### config.mk
export PLATFORM = sky130hd
export DESIGN_NAME = add3_seq_ctrl
export DESIGN_NICKNAME = d
export VERILOG_FILES = /design/src/rtl/add3_seq_ctrl.sv
export SDC_FILE = /design/constraint.sdc
export NUM_CORES = 1
export LEC_CHECK = 0
export ABC_AREA = 1
export BUFFER_PORTS_ARGS = -buffer_cell sky130_fd_sc_hd__buf_2
export CAP_MARGIN = 40
export CORE_UTILIZATION = 51
export DETAILED_ROUTE_END_ITERATION = 10
export GPL_ROUTABILITY_DRIVEN = 0
export MAX_ROUTING_LAYER = met4
export PLACE_DENSITY = 0.78
export REMOVE_ABC_BUFFERS = 1
export SYNTH_ARGS = -nofsm -noshare
export SYNTH_HDL_FRONTEND = slang
export SYNTH_SLANG_ARGS = --single-unit
### constraint.sdc
create_clock -name clk -period 2.3 [get_ports clk]
set_input_delay 0.46 -clock clk [delete_from_list [all_inputs] [get_ports clk]]
set_output_delay 0.46 -clock clk [all_outputs]
set_load 0.005 [all_outputs]
### src/rtl/add3_seq_ctrl.sv
// Three-operand adder controller: A + B + C + c_in computed over two cycles
// on a single shared Kogge-Stone adder, with valid/ready handshakes on both sides.
module add3_seq_ctrl #(
  parameter int unsigned WIDTH = 16,
  parameter int unsigned SUM_W = WIDTH + 2
) (
  input  logic             clk,
  input  logic             rst,
  input  logic             in_valid,
  output logic             in_ready,
  input  logic [WIDTH-1:0] a,
  input  logic [WIDTH-1:0] b,
  input  logic [WIDTH-1:0] c,
  input  logic             c_in,
  output logic             out_valid,
  input  logic             out_ready,
  output logic [SUM_W-1:0] sum,
  output logic             busy
);

  localparam int unsigned Levels = (WIDTH > 1) ? $clog2(WIDTH) : 1;

  typedef enum logic [1:0] {StIdle, StAdd1, StAdd2, StDone} state_e;

  state_e             state_q, state_d;
  logic [WIDTH-1:0]   a_q, a_d, b_q, b_d, c_q, c_d, s1_q, s1_d;
  logic               ci_q, ci_d, k1_q, k1_d;
  logic [SUM_W-1:0]   sum_q, sum_d;
  logic               out_valid_q, out_valid_d, busy_q, busy_d;

  // Shared adder operand selection
  logic [WIDTH-1:0]   add_x, add_y, add_s;
  logic               add_ci, add_co;

  always_comb begin
    add_x  = a_q;
    add_y  = b_q;
    add_ci = ci_q;
    if (state_q == StAdd2) begin
      add_x  = s1_q;
      add_y  = c_q;
      add_ci = 1'b0;
    end
  end

  // Kogge-Stone prefix network; the carry-in is folded in after the prefix tree.
  logic [WIDTH-1:0] gk [Levels+1];
  logic [WIDTH-1:0] pk [Levels+1];
  logic [WIDTH-1:0] carry;

  always_comb begin
    gk[0] = add_x & add_y;
    pk[0] = add_x ^ add_y;
    for (int l = 0; l < int'(Levels); l++) begin
      logic [WIDTH-1:0] low_mask;
      low_mask  = ~({WIDTH{1'b1}} << (1 << l));
      gk[l+1]   = gk[l] | (pk[l] & (gk[l] << (1 << l)));
      pk[l+1]   = pk[l] & ((pk[l] << (1 << l)) | low_mask);
    end
    carry  = {gk[Levels][WIDTH-2:0] | (pk[Levels][WIDTH-2:0] & {(WIDTH-1){add_ci}}), add_ci};
    add_s  = pk[0] ^ carry;
    add_co = gk[Levels][WIDTH-1] | (pk[Levels][WIDTH-1] & add_ci);
  end

  assign in_ready = ~rst & ((state_q == StIdle) | ((state_q == StDone) & out_ready));

  logic       accept;
  logic [1:0] khi;

  assign accept = in_valid & in_ready;
  assign khi    = {1'b0, k1_q} + {1'b0, add_co};

  always_comb begin
    state_d = state_q;
    a_d     = a_q;
    b_d     = b_q;
    c_d     = c_q;
    ci_d    = ci_q;
    s1_d    = s1_q;
    k1_d    = k1_q;
    sum_d   = sum_q;
    unique case (state_q)
      StIdle: begin
        if (accept) state_d = StAdd1;
      end
      StAdd1: begin
        s1_d    = add_s;
        k1_d    = add_co;
        state_d = StAdd2;
      end
      StAdd2: begin
        sum_d   = SUM_W'({khi, add_s});
        state_d = StDone;
      end
      StDone: begin
        if (out_ready) state_d = accept ? StAdd1 : StIdle;
      end
      default: state_d = StIdle;
    endcase
    if (accept) begin
      a_d  = a;
      b_d  = b;
      c_d  = c;
      ci_d = c_in;
    end
    out_valid_d = (state_d == StDone);
    busy_d      = (state_d == StAdd1) | (state_d == StAdd2);
  end

  always_ff @(posedge clk) begin
    if (rst) begin
      state_q     <= StIdle;
      a_q         <= '0;
      b_q         <= '0;
      c_q         <= '0;
      ci_q        <= 1'b0;
      s1_q        <= '0;
      k1_q        <= 1'b0;
      sum_q       <= '0;
      out_valid_q <= 1'b0;
      busy_q      <= 1'b0;
    end else begin
      state_q     <= state_d;
      a_q         <= a_d;
      b_q         <= b_d;
      c_q         <= c_d;
      ci_q        <= ci_d;
      s1_q        <= s1_d;
      k1_q        <= k1_d;
      sum_q       <= sum_d;
      out_valid_q <= out_valid_d;
      busy_q      <= busy_d;
    end
  end

  assign sum       = sum_q;
  assign out_valid = out_valid_q;
  assign busy      = busy_q;

endmodule
## Word-level counts from Yosys, hierarchy flattened

Cells that the tools add are included.

| word-level totals | value |
|---|---|
| flip-flop bits (word level) | 88 |
| output and inout port bits | 21 |
| word-level logic and storage cells | 50 |

| operators by class | value |
|---|---|
| add/subtract/negate cells | 1 |
| equal/unequal tests | 6 |
| muxes and demuxes | 7 |
| bitwise logic cells | 25 |
| reductions and logical operators | 1 |

Operator list:

| kind | number |
|---|---|
| $and 16x16->16 | 9 |
| $or 16x16->16 | 4 |
| $mux 16 | 2 |
| $xor 16x16->16 | 2 |
| $and 15x15->15 | 1 |
| $or 15x15->15 | 1 |
| $eq 2x2->1 const B | 4 |
| $pmux 2 s4 | 1 |
| $and 1x1->1 | 4 |
| $eq 2x1->1 const B | 2 |
| $mux 2 | 2 |
| $or 1x1->1 | 3 |
| $add 1x1->2 | 1 |
| $logic_not 2->1 | 1 |
| $mux 1 | 2 |
| $not 1->1 | 1 |

## Depth between registers and ports, before layout

| depth | value |
|---|---|
| depth after elaboration | 13 |
| gate-level depth with buffers | 18 |
| gate-level depth less buffers | 17 |

## Least setup slack after synthesis

OpenSTA, ideal clock, no wires.

| timing | value |
|---|---|
| path kind | flip-flop to flip-flop |
| start | register state_q[1] |
| end | register sum_q[16] (netlist: sum[16]) |
| library setup time | 116 ps |
| data arrival time | 2425 ps |
| data required time | 2184 ps |
| slack | -240 ps |
| stages on the path, launching flop included | 18 |
| period minus slack after synthesis | 2540 ps |
| cells stage by stage | dfxtp_1 > inv_1 > nor2_2 > buf_2 > buf_1 > o21ai_0 > ha_1 > nand2_1 > nand2_1 > a21oi_1 > nand2_1 > nand2_1 > nand2_1 > nand2_1 > nand2_1 > ha_1 > nor2_1 > nor2_1 |

| on the way | value |
|---|---|
| cells in the longest elaborated chain, start to end | 13 |
| elaborated cells between the ends (all ways) | 21 |

RTL lines:

| item | line | source |
|---|---|---|
| start: declaration | 25 | `state_e state_q, state_d;` |
| start signal: assignment | 112 | `state_q <= StIdle;` |
| start signal: assignment | 123 | `state_q <= state_d;` |
| $eq 2x2->1 (*) | 39 | `if (state_q == StAdd2) begin` |
| $mux 16 | 39 |  |
| $xor 16x16->16 or $and 16x16->16 (tied branches) | 53, 52 |  |
| $and 16x16->16 | 57 | `gk[l+1] = gk[l] \| (pk[l] & (gk[l] << (1 << l)));` |
| $or 16x16->16 | 57 |  |
| $and 16x16->16 | 57 |  |
| $or 16x16->16 | 57 |  |
| $and 16x16->16 | 57 |  |
| $or 16x16->16 | 57 |  |
| $and 16x16->16 | 57 |  |
| $or 16x16->16 | 57 |  |
| $or 1x1->1 (*) | 62 | `add_co = gk[Levels][WIDTH-1] \| (pk[Levels][WIDTH-1] & add_ci);` |
| net add_co | 33 | `logic add_ci, add_co;` |
| $add 1x1->2 (*) | 71 | `assign khi = {1'b0, k1_q} + {1'b0, add_co};` |
| net khi[0] | 68 | `logic [1:0] khi;` |
| end signal: assignment | 130 | `sum_q <= sum_d;` |
| end: declaration | 28 | `logic [SUM_W-1:0] sum_q, sum_d;` |

Mark *: on every way through the listed nets, which the timed path passes. The rest lies on a longest branch.
A chain may end at the register's enable or synchronous reset.

## Final worst setup path

Ends and elaborated chain as after synthesis.

==> run metrics <==
Crit Reg-Reg Startpoint=state_q[1]; top cells by area, synth=dfxtp_1 38%, nand2_1 16%, inv_1 8.6%, nand3_1 8.0%, o21ai_0 6.5%; DRT iter0 DRCs=415; CP top delay family=simple AND/OR/NAND/NOR gates; Main synth FF type=dfxtp_1; post-synthesis compound-gate area fraction=0.135; worst path bufs/invs=4; antenna violations before repair=0; Setup TNS=-2780 ps; FMAX=387 MHz; register area share after synthesis=0.379; M1 WL=~5.7 mm; Comb pwr share=0.433; Mean Syn Cell Area=around 6.5 um^2; gr ovfl total=0; CP max stage cell=ha_1; Synth Register Bits=between 80 and 90; htree depth=3; post-route setup slack=-286 ps; routed wl met2=around 6.5 mm; TritonCTS buffer count=9; Worst Max-Slew Pin Slew=around 650 ps; residual DRC count=0; Sequential Power Share=0.360; Max Root-Sink Buffers=2; number of global-route vias before repair=between 5000 and 6000; most frequent cell after synthesis=nand2_1; Mapped Cells=roughly 710; Post-DRT Antenna Nets=0; number of synthesized flops with an enable pin=0; XOR/XNOR Fraction of Synth Area=0.00754; Pleak=approximately 3.2 nW; starting density of the core=0.530; Worst Path Required=between 2000 and 3000 ps; met3 WL=approximately 890 um; Root Buffer=clkbuf_8; Tot Pwr=5.36 mW; Tcrit/Tclk final=1.12; critical path class=register to register; Mapped Area=about 0.0046 mm^2; R2R Setup Slk=-290 ps; Die Span Y=just under 100 um; crit-path max cell delay=380 ps; Max transition margin=0.563; WHS Endpoint=a_q[5]; minimum clock period=~2600 ps; clock slew at reported path FFs=around 90 ps; Worst Hold Class=input port to register; die area=about 0.0095 mm^2; RSZ-0062 raised after global routing=true; # port buffers=73; number of distinct library cells after synthesis=27; Yosys top cell area share=0.379; Worst Setup End Kind=register; hold_ws=284 ps; max-slew violations=0; Post-Synth Adder-Cell Area=0.0528; post-DR vias/cell=around 5.5; vias=just over 5000; CTS Sinks=between 80 and 90; Int Pwr=~3.3 mW; Clk pwr share=0.207; Max VDD drop=approximately 0.33 mV; DR top layer=met4; share of cells above drive strength 1=0.277; Critical Path Fanout Max=5; largest family of logic cells by synthesized area=simple AND/OR/NAND/NOR gates; Setup violations, final=27; cell taking the most area after synthesis=dfxtp_1; CTS tree=built; post-DP HPWL=roughly 8.3 mm; Total Wirelength=about 14 mm; Synth top cells by count=200 x nand2_1, 106 x inv_1, 88 x dfxtp_1, 74 x nand3_1, 60 x o21ai_0; Hold Buf Count CTS=0; io pins=between 70 and 80; Die X=between 90 and 100 um; Hold Fails Final Rpt=0; row count=34; post-synthesis mux area share=0; drt pass-1 iters=8; Top cell by count, worst path=nand2_2; Synth warnings=0; crit start category=register; CORE AREA=between 0.008 and 0.009 mm^2; R2R cell count=18; Avg WL per Cell=between 10 and 15 um; Placement Setup Slack=-176 ps; reg2reg end=sum[16]; FFs w/ async S/R, synth=0; first-pass GRT wire length=around 22 mm; status=finished with violations; Net Sw Frac=0.376; Nets=906; area delta synth->final=31.6%; worst hold path depth=3; Psw=just over 2 mW; # diodes=0; Final Skew=9.09 ps; power density cells=between 800 and 900 mW/mm^2; crit path DAT=between 2000 and 3000 ps; Total GRT Usage=0.286; worst skew pair latency=between 300 and 400 ps; largest net degree at the start of global routing=37; CP startpoint=state_q[1]; failing checks=negative setup slack; CP cell instances=inv_2 > nor2_4 > inv_6 > buf_12 > nand2_2 > o21ai_1 > ha_1 > nand2_2 > inv_1 > nand3_1 > nand2_2 > nand2_2 > nand2_2 > nand2_1 > nand2_1 > ha_2 > nor2_1 > nor2_1; Max-Cap Viols=0; Hold Path Origin=a[5]; Post-Synth Simple-Gate Area=0.305
==> power by group through the flow <==
stage	sequential [mW]	clock (mW)	combinational (mW)
after CTS	1.92	1.10	2.07
final	1.93	1.11	2.32
after global routing	1.96	1.19	2.53
after detailed placement	1.96	0	1.79
after floorplan	1.94	0	1.08
after global placement	1.94	0	1.73
==> stage by stage <==
step	std cells	instance area (um^2)	utilization
global placement	912	5410	0.617
global route	947	6110	0.698
floorplan	679	4490	-
finish	947	6110	0.698
CTS	941	5930	0.676
detailed placement	912	5410	0.617
==> routing by layer <==
layer	up-vias	track usage
li1	2498	-
met1	2339	0.348
met2	272	0.470
met3	60	0.0583
met4	0	0.106
met5	-	-
==> flip-flops by register name (all words and copies together), names as in the netlist <==
signal     count
s1_q          16
busy           1
a_q           16
sum           18
b_q           16
k1_q           1
ci_q           1
state_q        2
out_valid      1
c_q           16
==> how the worst max path moves through the flow <==
stage	to	slack (ps)	cells past startpoint
final	sum[16]	-290	18
after global routing	sum[16]	-450	18
after CTS	sum[16]	-120	18
after detailed placement	sum[16]	-180	18
after global placement	sum[16]	-60	18
after floorplan	sum[16]	-1110	17
==> final cells by class <==
class / instances / area (um^2)
inverters: 109 / 414
flip-flops and latches: 88 / 1760
well taps: 108 / 135
clock inverters: 5 / 55.1
fillers: 687 / 2650
repair buffers: 144 / 1020
clock buffers: 11 / 151
multi-input cells: 482 / 2580
==> logic make-up after synthesis <==
family | count (synthesis)
AND/OR/NAND/NOR | 339
buffers and inverters | 141
AO/OA/AOI/OAI | 120
flip-flops | 88
adder cells (fa/ha/maj) | 19
XOR/XNOR | 4
==> worst min-delay path, delay by kind of cell <==
family	cells	cell delay (ps)
simple gates	2	90
buf+inv	1	70
==> cell usage in the layout, fill, tap and decap left out, drive strengths merged <==
master	count
fa	1
nand4	6
nor2	51
dfxtp	88
o21ai	60
buf	143
nand2	201
nand3b	1
xor2	4
ha	18
clkinvlp	2
inv	108
o21bai	4
a21oi	50
o211ai	6
nand3	74
clkbuf	12
nor3	5
and2	1
bufinv	1
clkinv	3
==> what timing repair did <==
action	CTS	global route
cloned	3	1
setup endpoints to repair	23	32
setup buffers	12	5
gates resized for setup	62	41
pin swaps	32	12
No activity file was read; power rests on OpenSTA's default activity.
